==> config.mk <==
export PLATFORM = sky130hd
export DESIGN_NAME = sar_adc_ctrl
export DESIGN_NICKNAME = d
export VERILOG_FILES = /design/src/rtl/sar_adc_pkg.sv /design/src/rtl/sar_comp_sync.sv /design/src/rtl/sar_adc_ctrl.sv
export SDC_FILE = /design/constraint.sdc
export NUM_CORES = 1
export LEC_CHECK = 0
export ABC_CLOCK_PERIOD_IN_PS = 2500
export BUFFER_PORTS_ARGS = -buffer_cell sky130_fd_sc_hd__buf_4
export CORE_UTILIZATION = 35
export CTS_BUF_LIST = sky130_fd_sc_hd__clkbuf_4 sky130_fd_sc_hd__clkbuf_8 sky130_fd_sc_hd__clkbuf_16
export CTS_CLUSTER_SIZE = 25
export DETAILED_ROUTE_END_ITERATION = 10
export HOLD_SLACK_MARGIN = 0.1
export PLACE_DENSITY = 0.64
export RECOVER_POWER = 25
export SYNTH_ARGS = -nofsm -noshare
export SYNTH_HDL_FRONTEND = slang
export SYNTH_SLANG_ARGS = --single-unit
==> constraint.sdc <==
create_clock -name mclk -period 2.5 [get_ports mclk]
set_input_delay 0.5 -clock mclk [delete_from_list [all_inputs] [get_ports mclk]]
set_output_delay 0.5 -clock mclk [all_outputs]
set_load 0.02 [all_outputs]
==> src/rtl/sar_adc_pkg.sv <==
// Shared types and widths for the SAR ADC controller slice.
package sar_adc_pkg;

  localparam int unsigned ADC_RES_W  = 8;
  localparam int unsigned ADC_NUM_CH = 6;
  localparam int unsigned CH_W       = 3;
  localparam int unsigned BIT_W      = $clog2(ADC_RES_W);
  localparam int unsigned CNT_W      = 4;

  localparam logic [ADC_RES_W-1:0] MSB_CODE = ADC_RES_W'(1) << (ADC_RES_W - 1);

  typedef enum logic [1:0] {
    IDLE   = 2'd0,
    SAMPLE = 2'd1,
    CONV   = 2'd2,
    DONE   = 2'd3
  } sar_state_e;

  // Channel numbers beyond the mux width select nothing.
  function automatic logic [ADC_NUM_CH-1:0] ch_onehot(input logic [CH_W-1:0] ch);
    logic [ADC_NUM_CH-1:0] oh;
    oh = '0;
    for (int unsigned i = 0; i < ADC_NUM_CH; i++) begin
      if (ch == CH_W'(i)) oh[i] = 1'b1;
    end
    return oh;
  endfunction

endpackage

==> src/rtl/sar_comp_sync.sv <==
// Two-flop synchronizer bringing the analog comparator output into mclk.
module sar_comp_sync (
  input  logic mclk,
  input  logic reset,
  input  logic comp_in,
  output logic comp_s
);

  logic meta_q;

  always_ff @(posedge mclk) begin
    if (reset) begin
      meta_q <= 1'b0;
      comp_s <= 1'b0;
    end else begin
      meta_q <= comp_in;
      comp_s <= meta_q;
    end
  end

endmodule

==> src/rtl/sar_adc_ctrl.sv <==
// SAR ADC sequencer: sample phase, 8-step binary search on the DAC, result hold
// until the requester drops start_conv.
module sar_adc_ctrl
  import sar_adc_pkg::*;
#(
  parameter int unsigned SAMPLE_CYC = 4
) (
  input  logic                  mclk,
  input  logic                  reset,
  input  logic                  pulse1m_mclk,
  input  logic                  start_conv,
  input  logic [CH_W-1:0]       adc_ch_no,
  input  logic                  comp_in,
  output logic [ADC_RES_W-1:0]  dac_code,
  output logic                  sample_en,
  output logic [ADC_NUM_CH-1:0] an_ch_sel,
  output logic                  conv_done,
  output logic [ADC_RES_W-1:0]  adc_result
);

  sar_state_e           state;
  logic [CH_W-1:0]      ch_q;
  logic [CNT_W-1:0]     sample_cnt;
  logic [BIT_W-1:0]     bit_idx;
  logic                 comp_s;
  logic [ADC_RES_W-1:0] trial_code_c;

  sar_comp_sync u_comp_sync (
    .mclk    (mclk),
    .reset   (reset),
    .comp_in (comp_in),
    .comp_s  (comp_s)
  );

  // Resolve the current bit and arm the next lower one.
  always_comb begin
    trial_code_c = dac_code;
    if (!comp_s) trial_code_c[bit_idx] = 1'b0;
    if (bit_idx != '0) trial_code_c[bit_idx - BIT_W'(1)] = 1'b1;
  end

  always_ff @(posedge mclk) begin
    if (reset) begin
      state      <= IDLE;
      ch_q       <= '0;
      sample_cnt <= '0;
      bit_idx    <= '0;
      dac_code   <= '0;
      sample_en  <= 1'b0;
      an_ch_sel  <= '0;
      conv_done  <= 1'b0;
      adc_result <= '0;
    end else begin
      case (state)
        IDLE: begin
          dac_code  <= '0;
          sample_en <= 1'b0;
          an_ch_sel <= '0;
          conv_done <= 1'b0;
          if (pulse1m_mclk && start_conv) begin
            ch_q       <= adc_ch_no;
            sample_cnt <= '0;
            sample_en  <= 1'b1;
            an_ch_sel  <= ch_onehot(adc_ch_no);
            state      <= SAMPLE;
          end
        end

        SAMPLE: begin
          if (!start_conv) begin
            state     <= IDLE;
            dac_code  <= '0;
            sample_en <= 1'b0;
            an_ch_sel <= '0;
          end else begin
            an_ch_sel <= ch_onehot(ch_q);
            if (pulse1m_mclk) begin
              sample_cnt <= sample_cnt + CNT_W'(1);
              if (sample_cnt == CNT_W'(SAMPLE_CYC - 1)) begin
                state     <= CONV;
                dac_code  <= MSB_CODE;
                bit_idx   <= BIT_W'(ADC_RES_W - 1);
                sample_en <= 1'b0;
                an_ch_sel <= '0;
              end
            end
          end
        end

        CONV: begin
          if (!start_conv) begin
            state    <= IDLE;
            dac_code <= '0;
          end else if (pulse1m_mclk) begin
            dac_code <= trial_code_c;
            if (bit_idx == '0) begin
              adc_result <= trial_code_c;
              conv_done  <= 1'b1;
              state      <= DONE;
            end else begin
              bit_idx <= bit_idx - BIT_W'(1);
            end
          end
        end

        DONE: begin
          // Leave on any low cycle of start_conv; a tick is not needed.
          if (!start_conv) begin
            state     <= IDLE;
            conv_done <= 1'b0;
            dac_code  <= '0;
          end
        end

        default: state <= IDLE;
      endcase
    end
  end

endmodule

# Word-level counts from Yosys, hierarchy flattened
# Index checks and enable logic that the tools add are counted.
dict set report classes {
  n_addsub 2
  n_mux 60
  bitwise_logic 3
  n_reduce_logical 19
  n_eq_ne 27
  n_lt_le_gt_ge 4
}
# op n
set op_table {}
lappend op_table {{$mux 8} 8}
lappend op_table {{$pmux 8 s4} 1}
lappend op_table {{$mux 6} 4}
lappend op_table {{$mux 1} 22}
lappend op_table {{$mux 3} 6}
lappend op_table {{$ne 2x2->1 const B} 9}
lappend op_table {{$mux 2} 8}
lappend op_table {{$eq 3x2->1 const B} 4}
lappend op_table {{$eq 3x3->1 const B} 4}
lappend op_table {{$mux 4} 3}
lappend op_table {{$ne 3x3->1 const B} 4}
lappend op_table {{$pmux 6 s2} 1}
lappend op_table {{$reduce_and 4->1} 3}
lappend op_table {{$logic_not 3->1} 3}
lappend op_table {{$and 8x8->8} 1}
lappend op_table {{$lt 3x4->1 const B} 2}
lappend op_table {{$not 8->8} 1}
lappend op_table {{$or 8x8->8} 1}
lappend op_table {{$pmux 2 s4} 1}
lappend op_table {{$pmux 4 s2} 1}
lappend op_table {{$reduce_and 7->1} 1}
lappend op_table {{$demux 1 s3} 2}
lappend op_table {{$eq 3x1->1 const B} 2}
lappend op_table {{$ge 3x1->1 const B} 2}
lappend op_table {{other kinds (16)} 21}
dict set report totals {
  output_inout_bits 24
  ff_bits 38
}

# Logic depth before layout (Yosys ltp)
# Gate-level depths: netlist of the first run.
dict set report depth {
  ltp_word 12
  mapped_depth 8
  depth_no_buf 6
}

# Hierarchy
# Synthesis of the first run repeated with hierarchy kept, for this count alone.
dict set report hier_totals {
  hier_cells 232
  hier_area_um2 2084.5
}
# module instances cells_each area_per_inst_um2
set modules_own_cells {}
lappend modules_own_cells {sar_adc_ctrl 1 228 2031.9}
lappend modules_own_cells {sar_comp_sync 1 4 52.6}

# Least setup slack after synthesis of the first run
# Ideal clock, no wire load.
dict set report synth_path {
  kind {flip-flop to flip-flop}
  startpoint {reg sample_cnt[0]}
  endpoint {reg dac_code[0]}
  setup_slack_ns 0.685
  arrival_time_ns 1.698
  setup_time_ns 0.117
  path_buffers 0
  period_less_slack_ns 1.815
  stages_incl_launch_ff 6
  cell_sequence {dfxtp_1 > ha_1 > or3b_4 > and2_4 > o311a_4 > a22o_1}
}
dict set report synth_between {
  elab_chain_len 3
}
# item line_no
set synth_rtl {}
lappend synth_rtl {{start, declared} sar_adc_ctrl.sv:23} ;# logic [CNT_W-1:0] sample_cnt;
lappend synth_rtl {{start signal, assigned} sar_adc_ctrl.sv:78} ;# sample_cnt <= sample_cnt + CNT_W'(1);
lappend synth_rtl {{$eq 4x2->1} sar_adc_ctrl.sv:79} ;# if (sample_cnt == CNT_W'(SAMPLE_CYC - 1)) begin
lappend synth_rtl {{$ne 3x3->1 (no source line)} --}
lappend synth_rtl {{$reduce_and 4->1 (no source line)} --}
lappend synth_rtl {{end signal, assigned} sar_adc_ctrl.sv:95} ;# dac_code <= trial_code_c;
lappend synth_rtl {{end, declared} sar_adc_ctrl.sv:14} ;# output logic [ADC_RES_W-1:0] dac_code,
# Every way passes these cells.
# A chain may end at the register's enable or synchronous reset.

# Worst setup path in the final report of the first run
dict set report layout_path {
  startpoint {reg bit_idx[0]}
  endpoint {reg adc_result[3]}
}
dict set report layout_between {
  elab_chain_len 9
}
# item line_no
set layout_rtl {}
lappend layout_rtl {{start, declared} sar_adc_ctrl.sv:24} ;# logic [BIT_W-1:0] bit_idx;
lappend layout_rtl {{start signal, assigned} sar_adc_ctrl.sv:82} ;# bit_idx <= BIT_W'(ADC_RES_W - 1);
lappend layout_rtl {{start signal, assigned} sar_adc_ctrl.sv:101} ;# bit_idx <= bit_idx - BIT_W'(1);
lappend layout_rtl {{branches (longest 9 deep; another with $lt 3x4->1)} --}
lappend layout_rtl {{end signal, assigned} sar_adc_ctrl.sv:97} ;# adc_result <= trial_code_c;
lappend layout_rtl {{end, declared} sar_adc_ctrl.sv:18} ;# output logic [ADC_RES_W-1:0] adc_result
# Parallel ways; which one is timed is not known.

==> impl_metrics.sql, run 1 <==
INSERT INTO impl_metrics (metric_group, metric, value, unit) VALUES
('outcome', 'status', 'finished, final reports clean', ''),
('logic_synthesis', 'synth_cell_types', '49', ''),
('floorplanning', 'core_area', '0.00547', 'mm²'),
('logic_synthesis', 'synth_enable_flop_cells', '0', ''),
('drt', 'drtAntennaViolNets', '0', ''),
('drt', 'detailedRoute.firstPassIterationCount', '4', ''),
('drt', 'routed_wl', '4810', 'µm'),
('pwr', 'p_leak', '0.000899', 'µW'),
('cells_and_area', 'insertedDiodeCount', '0', ''),
('placed_design', 'buffer_ports.inserted', '31', ''),
('global_route', 'antenna_violations_before_repair', '0', ''),
('sta', 'hold_viol', '0', ''),
('cells_and_area', 'nets', '276', ''),
('global_route', 'global_route_wire_length_before_repair', '8220', 'µm'),
('placed_design', 'finalWeightedCongestion', '0.808', ''),
('floorplanning', 'floorplan.die.height', '77.3', 'µm'),
('clock_tree', 'clock_tree.buffer_depth', '2', ''),
('floorplanning', 'die_width', '77.3', 'µm'),
('global_route', 'grt_pass1_vias', '1672', ''),
('logic_synthesis', 'netlist_instances', '230', ''),
('clock_tree', 'clk_transition_reported_paths', '0.07', 'ns'),
('clock_tree', 'clockRootBuffer', 'clkbuf_8', ''),
('global_route', 'grt_max_degree', '25', ''),
('logic_synthesis', 'sequential_fraction_of_the_synthesis_area', '0.384', ''),
('placed_design', 'place_hpwl', '3460', 'µm'),
('placed_design', 'numPlacedInstances', '326', ''),
('critical_path', 'arrival_time_at_the_worst_endpoint', '2.26', 'ns'),
('clock_tree', 'cts_tree', 'yes', ''),
('logic_synthesis', 'synth.cells.most_frequent', 'dfxtp_1, nor2_1, o21ai_0', ''),
('drt', 'drt-wirelength-per-cell', '14.4', 'µm'),
('critical_path', 'crit_path_cell_chain', 'inv_1 -> ha_1 -> nand2b_1 -> nor2_1 -> or2_2 -> o311a_1', ''),
('logic_synthesis', 'avgSynthCellArea', '8.62', 'µm²'),
('placed_design', 'dpl-instance-area', '0.00229', 'mm²'),
('drt', 'drc', '0', ''),
('global_route', 'grt_use_total', '0.171', ''),
('sta', 'min_period_over_period', '0.835', ''),
('sta', 'setup_viol', '0', ''),
('logic_synthesis', 'synth-async-reset-ratio', '0', ''),
('pwr', 'peak_ir_drop_on_the_vdd_network', '0.252', 'mV'),
('cells_and_area', 'flow.area_growth_from_synthesis', '17.9', '%'),
('logic_synthesis', 'fraction_of_synthesized_cell_area_taken_by_the_top_area_cell_type', '0.384', ''),
('sta', 'layout_min_cycle_time', '2.09', 'ns'),
('clock_tree', 'clock_latency_of_the_later_clocked_register_in_the_worst_skew_pair', '0.28', 'ns'),
('critical_path', 'critical_path_class', 'reg2reg', ''),
('logic_synthesis', 'yosys_warnings', '0', ''),
('critical_path', 'setup.worst_path.start_class', 'flop', ''),
('logic_synthesis', 'netlist_area', '0.00198', 'mm²'),
('critical_path', 'critical_path_sink_type', 'flop', ''),
('critical_path', 'path_max_fanout', '13', ''),
('sta', 'fin_worst_skew', '0.00496', 'ns'),
('drt', 'post_drt_via_cell_ratio', '5.51', ''),
('job', 'max_cap_violations', '0', ''),
('sta', 'slew-limit-headroom', '0.589', ''),
('clock_tree', 'cts_inserted_buffers', '5', ''),
('global_route', 'grt.overflow.total', '0', ''),
('clock_tree', 'cts_setup_buffers', '0', ''),
('floorplanning', 'die_area', '0.00597', 'mm²'),
('sta', 'final_max_slew_viol_count', '0', ''),
('sta', 'fmax', '0.479', 'GHz'),
('clock_tree', 'cts_sinks', '38', ''),
('pwr', 'p_per_area', '553', 'mW/mm²'),
('logic_synthesis', 'synth.ff_latch_count', '38', ''),
('drt', 'total_vias_in_the_final_route', '1840', ''),
('floorplanning', 'num_rows', '27', ''),
('clock_tree', 'cts_hold_repair.buffers', '0', ''),
('sta', 'tns', '0', 'ns'),
('critical_path', 'crit_buf_inv', '1', ''),
('critical_path', 'cp_data_required_time', '2.67', 'ns'),
('logic_synthesis', 'synth_flop_cell', 'dfxtp_1', ''),
('logic_synthesis', 'yosysMostFrequentCell', 'dfxtp_1', ''),
('critical_path', 'cp_slowest_cell', 'dfxtp_1', '');
-- kinds of logic after synthesis --
logic type               share of synthesized area
buffers and inverters                       0.0417
AO/OA/AOI/OAI                                0.250
adder cells (fa/ha/maj)                     0.0442
flip-flops                                   0.384
AND/OR/NAND/NOR                              0.255
multiplexers                                0.0253
-- worst reg2reg max path: stages, from the launching register on --
cell and delay (ns):
dfxtp_1 0.57, inv_1 0.16, ha_1 0.27, nand2b_1 0.28
nor2_1 0.24, or2_2 0.32, o311a_1 0.12
-- registers in the layout, indices dropped and copies added, names as in the netlist --
name / flops
state: 2
dac_code: 8
an_ch_sel: 6
ch_q: 3
u_comp_sync.meta_q: 1
u_comp_sync.comp_s: 1
sample_en: 1
sample_cnt: 4
bit_idx: 3
conv_done: 1
adc_result: 8
-- stage by stage --
stage | setup WS [ns] | total power (µW) | util | hold slack [ns]
final | 0.414 | 1290 | 0.427 | 0.425
after global routing | 0.168 | 1360 | 0.427 | 0.421
after CTS | 0.402 | 1310 | 0.435 | 0.421
after detailed placement | 0.413 | 866 | 0.418 | 0.427
after global placement | 0.451 | 866 | 0.418 | 0.417
after floorplan | 0.685 | 803 | - | 0.414
-- area by class of cell --
class,instances,area [µm²]
Fill cell,579,3140
Multi-Input combinational cell,171,1140
Sequential cell,38,761
Timing Repair Buffer,34,210
Clock buffer,7,90.1
Tap cell,72,90.1
Inverter,11,41.3
Clock inverter,1,5.00
-- cells in the final DEF (no fill, tap or decap), types with 2 or more instances in the layout --
cell type	count
nand3b_1	3
o311a_1	4
nand3_1	6
o41ai_1	3
a22o_1	6
nand2b_1	4
clkbuf_1	12
nor4_1	5
nor2b_1	6
o211ai_1	3
a211oi_1	2
nand2_1	14
o32ai_1	2
inv_1	10
ha_1	7
dfxtp_1	38
buf_4	22
nor3_1	11
and2_1	3
a221oi_1	4
a31oi_1	2
nor4b_1	2
nor2_1	25
or2_2	5
o211a_1	2
o21ai_0	16
a22oi_1	2
a311oi_1	3
a22o_2	2
clkbuf_8	6
a21oi_1	8
mux2i_1	5
-- where the power goes --
part | total (µW) | switching (µW) | internal, µW
registers | 641 | 18.1 | 623
clock network | 441 | 208 | 233
logic | 210 | 135 | 74.6
-- routing by layer --
metal	vias to the layer above	wire length [µm]	global-route usage
met2	46	2120	0.265
met5	-	0	0
li1	924	-	-
met1	862	2460	0.237
met3	8	158	0.0310
met4	0	67	0.0566
-- final timing paths --
path | start | end | slack, ns | cells past startpoint
max | bit_idx[0] | adc_result[3] | 0.41 | 6
min | comp_in | u_comp_sync.meta_q | 0.42 | 2
max reg2reg | bit_idx[0] | adc_result[3] | 0.41 | 6
min reg2reg | u_comp_sync.meta_q | u_comp_sync.comp_s | 0.44 | 1
Note: power is estimated with default switching activity, not from simulation.
==> inputs of run 2 (changes only) <==
--- a/config.mk
+++ b/config.mk
@@ -5,14 +5,14 @@
 export SDC_FILE = /design/constraint.sdc
 export NUM_CORES = 1
 export LEC_CHECK = 0
-export ABC_CLOCK_PERIOD_IN_PS = 2500
+export ABC_CLOCK_PERIOD_IN_PS = 1800
 export BUFFER_PORTS_ARGS = -buffer_cell sky130_fd_sc_hd__buf_4
 export CORE_UTILIZATION = 35
 export CTS_BUF_LIST = sky130_fd_sc_hd__clkbuf_4 sky130_fd_sc_hd__clkbuf_8 sky130_fd_sc_hd__clkbuf_16
 export CTS_CLUSTER_SIZE = 25
 export DETAILED_ROUTE_END_ITERATION = 10
 export HOLD_SLACK_MARGIN = 0.1
-export PLACE_DENSITY = 0.64
+export PLACE_DENSITY = 0.66
 export RECOVER_POWER = 25
 export SYNTH_ARGS = -nofsm -noshare
 export SYNTH_HDL_FRONTEND = slang
==> constraint.sdc (replaced) <==
create_clock -name mclk -period 1.8 [get_ports mclk]
set_input_delay 0.36 -clock mclk [delete_from_list [all_inputs] [get_ports mclk]]
set_output_delay 0.36 -clock mclk [all_outputs]
set_load 0.02 [all_outputs]
==> run 2 against run 1 <==
Effect of this change: cell area up 7.0%; sequential cell count unchanged; register-to-register slack worse by 0.36 ns; wire length up 3.1%; via count up 1.5%; total power up 41%; sequential share of layout area down 2.0 points; clock skew up 0.0083 ns; critical path depth down 1; count of clock-buffer cells in the layout down 2; combinational power up 62%.
==> impl_metrics.sql, run 2 (synthesized netlist as in run 1, its figures left out) <==
INSERT INTO impl_metrics (metric_group, metric, value, unit) VALUES
('clock_tree', 'cts_tree', 'yes', ''),
('clock_tree', 'cts_sinks', '38', ''),
('min_path', 'hold_path_class', 'in2reg', ''),
('job', 'max_cap_violations', '0', ''),
('global_route', 'grt_pass1_vias', '1701', ''),
('floorplanning', 'die_area', '0.00597', 'mm²'),
('placed_design', 'finalWeightedCongestion', '0.839', ''),
('floorplanning', 'floorplan.die.height', '77.3', 'µm'),
('floorplanning', 'core_area', '0.00547', 'mm²'),
('pwr', 'pwr-share-clk', '0.328', ''),
('outcome', 'status', 'finished, final reports clean', ''),
('critical_path', 'crit_buf_inv', '0', ''),
('floorplanning', 'num_io_pins', '32', ''),
('global_route', 'global_route_wire_length_before_repair', '8090', 'µm'),
('cells_and_area', 'final.fill_count', '568', ''),
('cells_and_area', 'layout_cell_share_with_drive_strength_beyond_1', '0.252', ''),
('clock_tree', 'cts_inserted_buffers', '5', ''),
('sta', 'min_period_over_period', '0.969', ''),
('floorplanning', 'initial_utilization', '0.362', ''),
('sta', 'fin_worst_hold_slack', '0.270', 'ns'),
('sta', 'tns', '0', 'ns'),
('global_route', 'grt.overflow.total', '0', ''),
('cells_and_area', 'nets', '292', ''),
('cells_and_area', 'reg.largest.list', 'adc_result x8, dac_code x8, an_ch_sel x6', ''),
('pwr', 'peak_ir_drop_on_the_vdd_network', '0.289', 'mV'),
('placed_design', 'place_hpwl', '3620', 'µm'),
('sta', 'slew-limit-headroom', '0.752', ''),
('drt', 'drc', '0', ''),
('critical_path', 'timing.critical_path.max_delay_family', 'compound AO/OA/AOI/OAI gates', ''),
('pwr', 'register_share_of_total_power', '0.486', ''),
('sta', 'fmax', '0.573', 'GHz'),
('global_route', 'grt_max_degree', '14', ''),
('cells_and_area', 'post-route-cell-area', '0.00250', 'mm²'),
('critical_path', 'cp_data_required_time', '1.99', 'ns'),
('critical_path', 'ff_to_ff_end', 'dac_code[6]', ''),
('clock_tree', 'clockRootBuffer', 'clkbuf_8', ''),
('critical_path', 'rr_worst_depth', '5', ''),
('sta', 'hold_viol', '0', ''),
('critical_path', 'critical-path-max-stage-delay', '0.37', 'ns'),
('min_path', 'worst_hold_path.num_cells', '2', ''),
('cells_and_area', 'final_cell_mix', 'buf_4, dfxtp_1, nor2_1', ''),
('critical_path', 'regToRegSetupSlack', '0.06', 'ns'),
('critical_path', 'path_max_fanout', '8', ''),
('critical_path', 'setup.worst_path.start_class', 'flop', ''),
('pwr', 'p_leak', '0.000977', 'µW'),
('sta', 'tightest_slew', '0.372', 'ns'),
('drt', 'initialDrtViolationCount', '152', ''),
('sta', 'final_critical_path_setup_slack', '0.0559', 'ns'),
('drt', 'detailedRoute.firstPassIterationCount', '4', ''),
('drt', 'total_vias_in_the_final_route', '1867', ''),
('sta', 'layout_min_cycle_time', '1.74', 'ns'),
('critical_path', 'cp_slowest_cell', 'or3b_4', ''),
('drt', 'drt-wirelength-per-cell', '14.2', 'µm'),
('pwr', 'combinational_power_share', '0.187', ''),
('cells_and_area', 'flow.area_growth_from_synthesis', '26.1', '%'),
('clock_tree', 'clock_latency_of_the_later_clocked_register_in_the_worst_skew_pair', '0.30', 'ns'),
('cells_and_area', 'insertedDiodeCount', '0', ''),
('drt', 'drtAntennaViolNets', '0', ''),
('pwr', 'p_int', '1270', 'µW'),
('critical_path', 'critical_path_class', 'reg2reg', ''),
('sta', 'grt_setup_unrepaired', 'yes', ''),
('critical_path', 'r2r_start', 'sample_cnt[1]', ''),
('pwr', 'switching_portion_of_total_power', '0.302', ''),
('cells_and_area', 'final_core_utilization', '0.457', ''),
('global_route', 'grt_use_total', '0.169', ''),
('drt', 'post_drt_via_cell_ratio', '5.33', ''),
('critical_path', 'arrival_time_at_the_worst_endpoint', '1.94', 'ns'),
('clock_tree', 'h_tree_lvl_count', '2', ''),
('critical_path', 'critical_path_sink_type', 'flop', ''),
('floorplanning', 'die_width', '77.3', 'µm'),
('global_route', 'antenna_violations_before_repair', '0', ''),
('critical_path', 'crit_path_cell_chain', 'ha_4 -> or3b_4 -> and2_4 -> o311a_4 -> a22o_1', ''),
('placed_design', 'buffer_ports.inserted', '31', ''),
('min_path', 'hold_path_startpoint', 'comp_in', ''),
('sta', 'fin_worst_skew', '0.0132', 'ns'),
('placed_design', 'dp_worst_setup_slack', '-0.0447', 'ns'),
('min_path', 'whs_endpoint', 'u_comp_sync.meta_q', ''),
('sta', 'setup_viol', '0', ''),
('critical_path', 'worstSetupStartpoint', 'sample_cnt[1]', ''),
('cells_and_area', 'final_common_cell', 'buf_4', ''),
('floorplanning', 'num_rows', '27', ''),
('pwr', 'p_per_area', '730', 'mW/mm²'),
('pwr', 'power.net_switching', '552', 'µW'),
('drt', 'routed_wl', '4960', 'µm'),
('clock_tree', 'clock_tree.buffer_depth', '2', ''),
('clock_tree', 'clk_transition_reported_paths', '0.08', 'ns'),
('placed_design', 'dpl-instance-area', '0.00240', 'mm²'),
('sta', 'final_max_slew_viol_count', '0', '');
[run 2: cell count changes in the layout (fill, tap and decap cells not counted), sizes merged]
cell and delta:
clkbuf -2, clkinvlp +1, buf +16, clkinv +1
[run 2: repair_timing]
action,in CTS,in global routing
setup endpoints to repair,11,21
setup buffers,1,0
hold buffers,0,0
resized for setup,4,9
pin swaps,1,1
[run 2: worst max path at each step]
stage	end	slack, ns	cells past startpoint
floorplan	dac_code[0]	0.03	5
global placement	dac_code[6]	0.0007	5
detailed placement	dac_code[0]	-0.04	5
CTS	dac_code[0]	0.003	5
global route	bit_idx[0]	-0.007	6
finish	dac_code[6]	0.06	5
[run 2: metal layers]
layer / vias up / track usage / wire length, µm
li1: 954 / - / -
met1: 868 / 0.236 / 2560
met5: - / 0 / 0
met3: 4 / 0.0321 / 163
met4: 0 / 0.0509 / 42
met2: 41 / 0.261 / 2200
[run 2: cell type report]
class / instances / area [µm²] / share of cell area
timing repair buffer: 50 / 330 / 0.132
tap: 72 / 90.1 / 0.0360
multi-input combinational: 171 / 1180 / 0.474
inverter: 11 / 41.3 / 0.0165
clock inverter: 3 / 21.3 / 0.00851
clock buffer: 5 / 68.8 / 0.0275
sequential: 38 / 763 / 0.305
[run 2: power by group through the flow]
stage	Sequential, µW	Clock, µW	Combinational (µW)
after floorplan	912	0	204
after global placement	904	0	334
after detailed placement	904	0	333
after CTS	885	623	336
after global routing	888	664	375
final	886	598	341
[run 2: per-stage QoR]
stage | std cells | total power [µW]
5_1_grt | 350 | 1930
2_1_floorplan | 230 | 1120
3_3_place_gp | 341 | 1240
6_report | 350 | 1820
4_1_cts | 350 | 1840
3_5_place_dp | 341 | 1240
